**config.mk**
```make
export PLATFORM = sky130hd
export DESIGN_NAME = serial_addsub_ctrl
export DESIGN_NICKNAME = d
export VERILOG_FILES = /design/src/rtl/alu_pkg.sv /design/src/rtl/full_adder_1_bit.sv /design/src/rtl/serial_addsub_ctrl.sv
export SDC_FILE = /design/constraint.sdc
export NUM_CORES = 1
export LEC_CHECK = 0
export CAP_MARGIN = 30
export CORE_MARGIN = 3
export CORE_UTILIZATION = 50
export CTS_BUF_LIST = sky130_fd_sc_hd__clkbuf_2 sky130_fd_sc_hd__clkbuf_4 sky130_fd_sc_hd__clkbuf_8
export CTS_CLUSTER_SIZE = 20
export DETAILED_ROUTE_END_ITERATION = 16
export PLACE_DENSITY = 0.77
export SYNTH_ARGS = -nofsm -noshare
export SYNTH_HDL_FRONTEND = slang
export SYNTH_HIERARCHICAL = 1
export SYNTH_SLANG_ARGS = --single-unit
```
**constraint.sdc**
```tcl
create_clock -name clk -period 2.17 [get_ports clk]
set_input_delay 0.5425 -clock clk [delete_from_list [all_inputs] [get_ports clk]]
set_output_delay 0.5425 -clock clk [all_outputs]
set_load 0.1 [all_outputs]
```
**src/rtl/alu_pkg.sv**
```systemverilog
// Shared ALU definitions: sequencer states and add/subtract opcode values.
package alu_pkg;

  typedef enum logic [1:0] {
    IDLE = 2'd0,
    RUN  = 2'd1,
    DONE = 2'd2
  } state_t;

  localparam logic OP_ADD = 1'b0;
  localparam logic OP_SUB = 1'b1;

endpackage

```
**src/rtl/full_adder_1_bit.sv**
```systemverilog
// Single-bit full adder: the one arithmetic cell reused every cycle by the serial unit.
module full_adder_1_bit (
  input  logic a,
  input  logic b,
  input  logic c_in,
  output logic sum,
  output logic c_out
);

  assign sum   = a ^ b ^ c_in;
  assign c_out = (a & b) | (c_in & (a ^ b));

endmodule

```
**src/rtl/serial_addsub_ctrl.sv**
```systemverilog
// Bit-serial add/subtract unit. One full adder is stepped LSB-first over N
// cycles; subtraction is a + ~b + 1, with the +1 entering as the initial carry.
module serial_addsub_ctrl
  import alu_pkg::*;
#(
  parameter int N = 32
) (
  input  logic         clk,
  input  logic         rst,
  input  logic         start,
  input  logic         op,
  input  logic [N-1:0] a,
  input  logic [N-1:0] b,
  output logic         busy,
  output logic         done,
  output logic [N-1:0] result,
  output logic         c_out,
  output logic         overflow,
  output logic         zero
);

  localparam int CW = $clog2(N);

  state_t          state;
  state_t          state_nx;
  logic            accept;
  logic            last;
  logic [N-1:0]    sh_a;
  logic [N-1:0]    sh_b;
  logic [N-1:0]    res_sh;
  logic [N-1:0]    res_nx;
  logic            carry;
  logic [CW-1:0]   cnt;
  logic            fa_sum;
  logic            fa_cout;

  full_adder_1_bit u_fa (
    .a     (sh_a[0]),
    .b     (sh_b[0]),
    .c_in  (carry),
    .sum   (fa_sum),
    .c_out (fa_cout)
  );

  // The final bit is the one processed while the counter reads N-1.
  assign last   = (cnt == CW'(N - 1));
  assign res_nx = {fa_sum, res_sh[N-1:1]};

  // Status outputs are plain decodes of the registered state.
  assign busy = (state == RUN);
  assign done = (state == DONE);

  // State register.
  always_ff @(posedge clk) begin
    if (rst) state <= IDLE;
    else     state <= state_nx;
  end

  // Next-state logic; start is honoured only in IDLE or DONE.
  always_comb begin
    state_nx = state;
    accept   = 1'b0;
    case (state)
      IDLE: begin
        if (start) begin
          accept   = 1'b1;
          state_nx = RUN;
        end
      end
      RUN: begin
        if (last) state_nx = DONE;
      end
      DONE: begin
        if (start) begin
          accept   = 1'b1;
          state_nx = RUN;
        end else begin
          state_nx = IDLE;
        end
      end
      default: state_nx = IDLE;
    endcase
  end

  // Operand latching, serial shifting and final result/flag capture.
  always_ff @(posedge clk) begin
    if (rst) begin
      sh_a     <= '0;
      sh_b     <= '0;
      res_sh   <= '0;
      carry    <= 1'b0;
      cnt      <= '0;
      result   <= '0;
      c_out    <= 1'b0;
      overflow <= 1'b0;
      zero     <= 1'b0;
    end else if (accept) begin
      sh_a   <= a;
      sh_b   <= (op == OP_SUB) ? ~b : b;
      carry  <= op;
      cnt    <= '0;
      res_sh <= '0;
    end else if (state == RUN) begin
      res_sh <= res_nx;
      sh_a   <= {1'b0, sh_a[N-1:1]};
      sh_b   <= {1'b0, sh_b[N-1:1]};
      carry  <= fa_cout;
      if (!last) cnt <= cnt + 1'b1;
      if (last) begin
        result   <= res_nx;
        c_out    <= fa_cout;
        // carry here is the carry into the MSB position.
        overflow <= carry ^ fa_cout;
        zero     <= (res_nx == '0);
      end
    end
  end

endmodule

```
### Word level (Yosys, flattened, before mapping)

Cells that the tools add are included.

* $add $sub $neg: 1
* equal/unequal tests: 5
* multiplexer cells: 13
* bitwise gates (word level): 9
* reduce and logical (&&, ||, !) cells: 8

Operators with widths (number)
* $mux W32: 5
* $logic_not A32 Y1: 1
* $not A32 Y32: 1
* $pmux W2 S3: 1
* $add A5 B1 Y5 const B: 1
* $eq A5 B5 Y1 const B: 1
* $mux W1: 5
* $mux W2: 2
* $reduce_and A2 Y1: 2
* $reduce_or A2 Y1: 2
* $reduce_and A3 Y1: 1
* $xor A1 B1 Y1: 3
* $and A1 B1 Y1: 2
* $eq A2 B1 Y1 const B: 1
* $eq A2 B2 Y1 const B: 1
* $logic_not A2 Y1: 1
* $ne A2 B1 Y1 const B: 1
* $ne A2 B2 Y1 const B: 1
* $not A1 Y1: 2
* $reduce_bool A2 Y1: 1
* $or A1 B1 Y1: 1

* register bits: 139
* input bits: 68
* output and inout bits: 37
* logic and storage cells: 46

### Longest topological paths before layout

* word-level depth: 5
* mapped depth: 8
* gate-level depth less buffers: 6

### Hierarchy

The synthesis kept the hierarchy.

By module, submodules not included
* serial_addsub_ctrl: instances 1, cells an instance 695, area each 5627.9 µm²
* full_adder_1_bit: instances 1, cells an instance 1, area each 20.0 µm²

### Worst setup path before layout

OpenSTA, ideal clock, no wires.

* path type: register to output
* from: register state[1]
* to: output port done
* arrival time: 1.718 ns
* setup slack: -0.090 ns
* stages on the path, launching flop included: 2
* path buffers: 0
* path through: dfxtp_1 > nor2b_1

* cells in the longest elaborated chain, start to end: 1

RTL lines
* start: declaration: RTL line serial_addsub_ctrl.sv:24 `state_t state;`
* start signal: assignment: RTL line serial_addsub_ctrl.sv:56 `else state <= state_nx;`
* $eq A2 B2 Y1: RTL line serial_addsub_ctrl.sv:51 `assign done = (state == DONE);`
* end: declaration: RTL line serial_addsub_ctrl.sv:15 `output logic done,`

Every way passes these cells.

### Final worst setup path

* from: register state[0]
* to: output port busy

* cells in the longest elaborated chain, start to end: 1

RTL lines
* $eq A2 B1 Y1: RTL line serial_addsub_ctrl.sv:50 `assign busy = (state == RUN);`
* end: declaration: RTL line serial_addsub_ctrl.sv:14 `output logic busy,`

Every way passes these cells.

==> impl_summary.md <==
Cells and area
The filler cells instantiated in the layout total 891. The count of placed standard cells in the final layout, fillers left out is 928. The share of final-layout standard cells stronger than drive strength 1 is 0.121. After the last flow step, the layout net total stands at 846. The antenna diode count is 0. The area growth from synthesis to final layout is 26.3%. The end-of-flow core utilization is 0.652.

Power and ir drop
The largest vdd supply drop is 0.000518 V. The part of the total power dissipated in combinational logic is 0.123. The clock group share of total power is 0.394. The internal power summed over all cells is 4220 uW. The share of total power dissipated in sequential elements is 0.483. The net switching component of the power is 1430 uW. In this run the power density over the cells is 793 nW/um^2. Of the total power, the share spent switching nets is 0.253. The static power due to leakage is 0.00258 uW.

Placement
During placement, the flow inserted port buffers numbering 104. Once detailed placement completed, the half-perimeter wirelength came to 8450 um. The weighted congestion reported at the end of routability-driven placement is 0.802. Before CTS, the worst setup slack after placement is 0.226 ns. The count of placed standard cells including taps is 896.

Global route
The total global routing overflow is 0. The via count of the first global-routing pass is 4641. The initial antenna violation count is 0. The wire length of the first global-routing pass is 21100 um. The maximum number of pins on one net before global-route repair is 65. For this run, the total global-route usage over all layers was measured as 0.199.

STA
For the finished layout, the period the worst path requires is 2.01 ns. The final-report max-slew violation count is 0. Once routing completed, OpenROAD measured the worst setup slack at 0.163 ns. The actual slew at the worst max-slew pin is 0.517 ns. Setup repair after global routing left no endpoint under its margin. The total negative slack for setup checks is 0 ns. Across the routed clock network, the largest skew measured is 0.0171 ns. The headroom to the max-slew limit is 0.655. Dividing the final minimum period by the clock period gives 0.925. The upper clock frequency limit is 498 MHz. The number of hold-slack violations in the final timing report came to 0.

The total setup violations reported at the end of the flow is 0.

Route
Dividing the detail-routed via count by the number of cells gives 5.42. The final route contains 5030 vias. The first detailed-routing pass ran for 5 iterations. The final routed DRC violation total is 0.

The count of nets left with antenna violations once routing finished came out at 0. In the final routed layout, each cell accounts on average for 13.6 um. The DRC violation total after the first TritonRoute iteration is 343. Summed over all layers, the routed wires come to 12600 um.

Synth
The share of Yosys cell area claimed by the top area cell type is 0.489. The predominant post-synthesis flop cell is sky130_fd_sc_hd__dfxtp_1. During synthesis, Yosys emitted a total of 6 warnings.

In this run the cell area of the synthesized design comes to 5650 um^2. The cell type with the largest total area after synthesis is sky130_fd_sc_hd__dfxtp_1. By count the netlist is led by sky130_fd_sc_hd__nand2_1, sky130_fd_sc_hd__dfxtp_1, sky130_fd_sc_hd__a21oi_1, sky130_fd_sc_hd__nor3_1, sky130_fd_sc_hd__nor2_1. Ranked by total cell area, the synthesized netlist is headed by sky130_fd_sc_hd__dfxtp_1, sky130_fd_sc_hd__nand2_1, sky130_fd_sc_hd__a21oi_1, sky130_fd_sc_hd__nor3_1, sky130_fd_sc_hd__a311oi_1. Yosys mapped a number of flops with a built-in enable equal to 0. The count of different cell masters after synthesis is 33. Of all flip-flops after synthesis, the portion carrying an async set or reset was 0. For this run, the register share of the synthesized area comes to 0.489. Averaged over all synthesized cells, the footprint is 8.11 um^2. The flip-flop and latch count after synthesis is 138.

The synthesized netlist cell count is 696. Among all cell types in the netlist, the one instantiated most often is sky130_fd_sc_hd__nand2_1. The net count after synthesis is 767.

Setup path
The critical path start-end classification is reg2out. The slack of the worst reg-to-reg path is 0.30 ns. The data arrival time at the worst-slack endpoint is 1.46 ns. For the worst setup path, the data required time is 1.63 ns. The largest fanout of any net on the critical path is 25. The worst setup path is captured at an output pin. The startpoint type of the worst setup path is a register.

Die
In this run the count of I/O pins placed on the die edge is 105. Measured along the y axis, the die boundary spans 112 um. The die covers 12600 um^2. Row generation in the floorplan step produced 38 rows. The placeable core region is 10900 um^2. For this configuration, the core starts out at a cell density of 0.516. The floorplan step set the die width to 112 um.

Clocking
Clock latency on the worst-skew pair, taken at its later pin, is 0.42 ns. The clock passes through at most 2 buffers. The number of buffers inserted by post-CTS setup repair is 0. The cell chosen for the clock root is sky130_fd_sc_hd__clkbuf_8. CTS saw 138 sinks. The number of hold buffers added after CTS was 0. The clock tree from TritonCTS is yes. Counting the buffers created by CTS gives 17. Clock-pin slew was measured on the worst setup and hold paths at 0.08 ns. The number of levels the H-tree was split into is 4.

Run status
The run finished with clean final reports.

Min path
The min-delay analysis places its worst path in the category reg2reg.

Run
Max-cap violations in this run came to 0.
==> flip-flops by register name, summed over array words and instances, names as in the netlist <==
| register | count |
|---|---|
| cnt | 5 |
| res_sh | 31 |
| zero | 1 |
| c_out | 1 |
| overflow | 1 |
| sh_b | 32 |
| state | 2 |
| carry | 1 |
| sh_a | 32 |
| result | 32 |
==> final timing paths <==
path,from,end,cells past startpoint
worst max register to register,cnt[0],zero,7
worst min-delay path,result[5],result[5],2
worst max-delay path,state[0],busy,3
worst min register to register,result[5],result[5],2
==> kinds of logic after synthesis <==
family	synth area share
buffers and inverters	0.0576
muxes	0.00177
adders and majority gates	0.00797
xor gates and xnor gates	0.0543
AOI/OAI and AO/OA	0.151
and+or+nand+nor	0.238
DFF	0.489
==> through the flow <==
step,hold slack [ns],instance area (um^2),total power (uW)
final,0.458,7130,5650
after CTS,0.460,7130,5700
after detailed placement,0.448,6700,3480
after global placement,0.444,6700,3450
after global routing,0.474,7130,5890
after floorplan,0.444,5650,3240
==> worst max-delay path, cell delays in order (launching register included) <==
cell and delay, ns:
sky130_fd_sc_hd__dfxtp_2 0.45, sky130_fd_sc_hd__nand2b_4 0.20, sky130_fd_sc_hd__inv_2 0.19, sky130_fd_sc_hd__buf_12 0.19
==> area by class of cell <==
| type | count | area (um^2) | area share |
|---|---|---|---|
| timing repair buffer | 122 | 1180 | 0.165 |
| clock inverter | 12 | 159 | 0.0223 |
| multi-input combinational | 495 | 2580 | 0.362 |
| sequential | 138 | 2760 | 0.387 |
| clock buffer | 20 | 275 | 0.0386 |
| tap | 140 | 175 | 0.0246 |
| inverter | 1 | 3.75 | 0.000526 |
==> layout by cell type (no fill, tap or decap), types with 2 or more instances in the layout <==
cell type / netlist / layout
sky130_fd_sc_hd__dfxtp_1: 138 / 137
sky130_fd_sc_hd__nor2_1: 38 / 38
sky130_fd_sc_hd__o21ai_0: 2 / 2
sky130_fd_sc_hd__bufinv_16: 0 / 3
sky130_fd_sc_hd__buf_12: 0 / 8
sky130_fd_sc_hd__inv_6: 0 / 4
sky130_fd_sc_hd__nand2_1: 195 / 195
sky130_fd_sc_hd__nand2b_4: 0 / 2
sky130_fd_sc_hd__buf_4: 11 / 48
sky130_fd_sc_hd__a21oi_1: 69 / 69
sky130_fd_sc_hd__nand4_1: 2 / 2
sky130_fd_sc_hd__clkinv_2: 0 / 2
sky130_fd_sc_hd__a311oi_1: 32 / 32
sky130_fd_sc_hd__xnor2_1: 3 / 3
sky130_fd_sc_hd__nand3b_1: 2 / 2
sky130_fd_sc_hd__nor2b_2: 0 / 2
sky130_fd_sc_hd__nand3_1: 3 / 3
sky130_fd_sc_hd__xor2_1: 32 / 32
sky130_fd_sc_hd__clkdlybuf4s50_1: 0 / 65
sky130_fd_sc_hd__clkinvlp_4: 0 / 2
sky130_fd_sc_hd__nor3_1: 61 / 61
sky130_fd_sc_hd__o22ai_1: 30 / 30
sky130_fd_sc_hd__clkbuf_8: 0 / 20
sky130_fd_sc_hd__nor4_1: 8 / 8
sky130_fd_sc_hd__ha_1: 2 / 2
==> power groups by stage <==
| stage | logic (uW) | registers, uW | clock network [uW] |
|---|---|---|---|
| after floorplan | 470 | 2770 | 0 |
| after global placement | 673 | 2780 | 0 |
| after detailed placement | 697 | 2780 | 0 |
| after CTS | 700 | 2730 | 2270 |
| after global routing | 773 | 2740 | 2370 |
| final | 696 | 2730 | 2230 |
==> routing by layer <==
| metal | vias to the layer above | routed length, um | global-route usage | share of wire |
|---|---|---|---|---|
| met4 | 0 | 130 | 0.0537 | 0.010 |
| met2 | 187 | 6000 | 0.327 | 0.48 |
| met1 | 2281 | 5640 | 0.265 | 0.45 |
| met3 | 12 | 821 | 0.0464 | 0.065 |
| li1 | 2550 | - | - | - |
| met5 | - | 0 | 0 | 0 |
==> what timing repair did <==
action,4_1_cts,5_1_grt
endpoints found under the setup margin,1,0
gates resized for setup,1,0
endpoints found under the hold margin,0,0
(Power assumes the default switching activity.)
==> RTL change (same flow settings) <==
`N`: 32 -> 128.
--- a/src/rtl/serial_addsub_ctrl.sv
+++ b/src/rtl/serial_addsub_ctrl.sv
@@ -5,3 +5,3 @@
 #(
-  parameter int N = 32
+  parameter int N = 128
 ) (
Interface: changed (resized a, b and result); port bits go from 105 to 393. The function was not compared with the original's and may differ.
==> RTL change against the original RTL <==
- first-iteration DRC count grew to 4.5 times the old value
- count of clock-buffer cells in the layout increased by 107
- sequential share of layout area increased by 1.2 points
- critical path depth up 3
- sequential cell count is 386 higher
- routed wire length increased to 4.3 times the old value
- via count grew to 3.7 times the old value
- sequential power increased to 3.8 times the old value
- power rose to 3.8 times the old value
- setup slack improved by 0.0035 ns
- cell area grew to 3.7 times the old value
- core utilization increased by 0.63 points
- synthesized area rose to 3.6 times the old value
- largest cell class unchanged
- highest routed layer unchanged
==> RTL change: results (changes against the original RTL) <==
| Metric | Value |
|---|---|
| Status | finished, final reports clean |
| TritonCTS Buffers | 83 (+66) |
| Post-synth cell types | 29 (-12%) |
| Pre-CTS setup slack | -0.0385 ns (-0.264 ns) |
| Crit path DAT | 2.56 ns (+1.10 ns) |
| Post-detailed-route wirelength per cell | 15.9 µm (+17%) |
| Max clock buf depth | 3 (+1) |
| Synth cell count leaders | dfxtp_1, nand2_1, nor2_1 |
| Register area share after synthesis | 0.517 (+0.0280) |
| Initial DRT Pass Iterations | 8 (+3) |
| Worst r2r path cells | 6 (-1) |
| Slew margin rel. | 0.494 (-0.161) |
| Clock transition at the registers of the reported paths | 0.06 ns (-0.02 ns) |
| Hold EP | sh_b[1] |
| Worst min-delay path class | in2reg |
| Regs by FF count | result x128, sh_a x128, sh_b x128 |
| Fillcell total | 3,305 (+270%) |
| Layout cells sized above 1 | 0.123 (+0.00236) |
| R2r startpoint | res_sh[22] |
| Htree depth | 3 (-1) |
| Crit Path Max Fanout | 4 (-84%) |
| Vias in the first global route | 17,600 (+280%) |
| Final #Nets | 3,082 (+260%) |
| Hold_sp | rst |
| Worst vdd ir | 889 µV (+72%) |
| Dpl cell area | 24,500 µm² (+270%) |
| Final HPWL DP | 36,600 µm (+330%) |
| Worst skew pair latency | 0.63 ns (+0.21 ns) |
| Initial antenna violation count | 6 (+6) |
| Maximum number of pins on one net before global-route repair | 128 (+97%) |
| Critical path's slowest cell | nor4_1 |
| Gp weighted congestion | 0.864 (+7.8%) |
| Vias/cell | 5.46 (+0.72%) |
| First-pass GRT wire length | 88,500 µm (+320%) |
RTL change: final cells by class:
type,instances,area [µm²],area share
repair inverters,1,8.76,0.000333
well taps,525,657,0.0250
clock buffers,127,1580,0.0601
inverters,2,20.0,0.000762
clock inverters,18,174,0.00662
flip-flops and latches,524,10500,0.399
repair buffers,454,4400,0.167
multi-input cells,1754,8940,0.340
diodes,6,15.0,0.000571
RTL change: power breakdown:
| group | leakage, nW | total, W | switching (W) | internal (W) |
|---|---|---|---|---|
| Clock | 0.934 | 0.00873 | 0.00383 | 0.00490 |
| Combinational | 4.37 | 0.00265 | 0.00139 | 0.00126 |
| Sequential | 4.27 | 0.0103 | 0.000257 | 0.0101 |
| Total | 9.57 | 0.0217 | 0.00547 | 0.0162 |
RTL change: timing repair:
item | CTS | global route
endpoints found under the setup margin | 1 | 1
gates cloned | 1 | 0
gates resized for setup | 2 | 1
buffers inserted | 1 | 0
RTL change: routing by layer:
metal	up-vias	share of wire	GRT usage	wire length, µm
li1	9182	-	-	-
met1	8692	0.44	0.329	24000
met2	640	0.47	0.383	25300
met3	107	0.063	0.0472	3420
met4	0	0.031	0.0911	1680
met5	-	0	0	0
RTL change: worst max path at each step:
stage               endpoint  cells after the start       start
global route            zero                      6       carry
CTS                     zero                      6     sh_a[0]
floorplan               busy                      5    state[0]
global placement    sh_b[25]                      6       start
detailed placement  sh_b[84]                      6       start
finish                  zero                      6  res_sh[22]
RTL change: through the flow:
step | std cells | hold slack [ns] | util
3_3_place_gp | 3258 | 0.444 | 0.614
4_1_cts | 3405 | 0.250 | 0.658
2_1_floorplan | 2495 | 0.445 | -
3_5_place_dp | 3258 | 0.447 | 0.614
5_1_grt | 3411 | 0.263 | 0.659
6_report | 3411 | 0.303 | 0.659
RTL change: worst max-delay path: cells and delay by family (launching register included):
kind	cells	cell delay, ns
buf+inv	1	0.20
simple gates	4	1.26
compound gates	1	0.14
flops	1	0.34
RTL change: kinds of logic (layout without fill, tap and decap cells):
group                      count (synthesis)  after routing  synth area share
AOI/OAI and AO/OA                        516            516             0.159
xor gates and xnor gates                 134            134            0.0579
adders and majority gates                  2              2           0.00160
buffers and inverters                    217            602            0.0444
DFF                                      524            524             0.517
muxes                                      2              2          0.000987
other                                      0              6                 0
and+or+nand+nor                         1100           1100             0.218
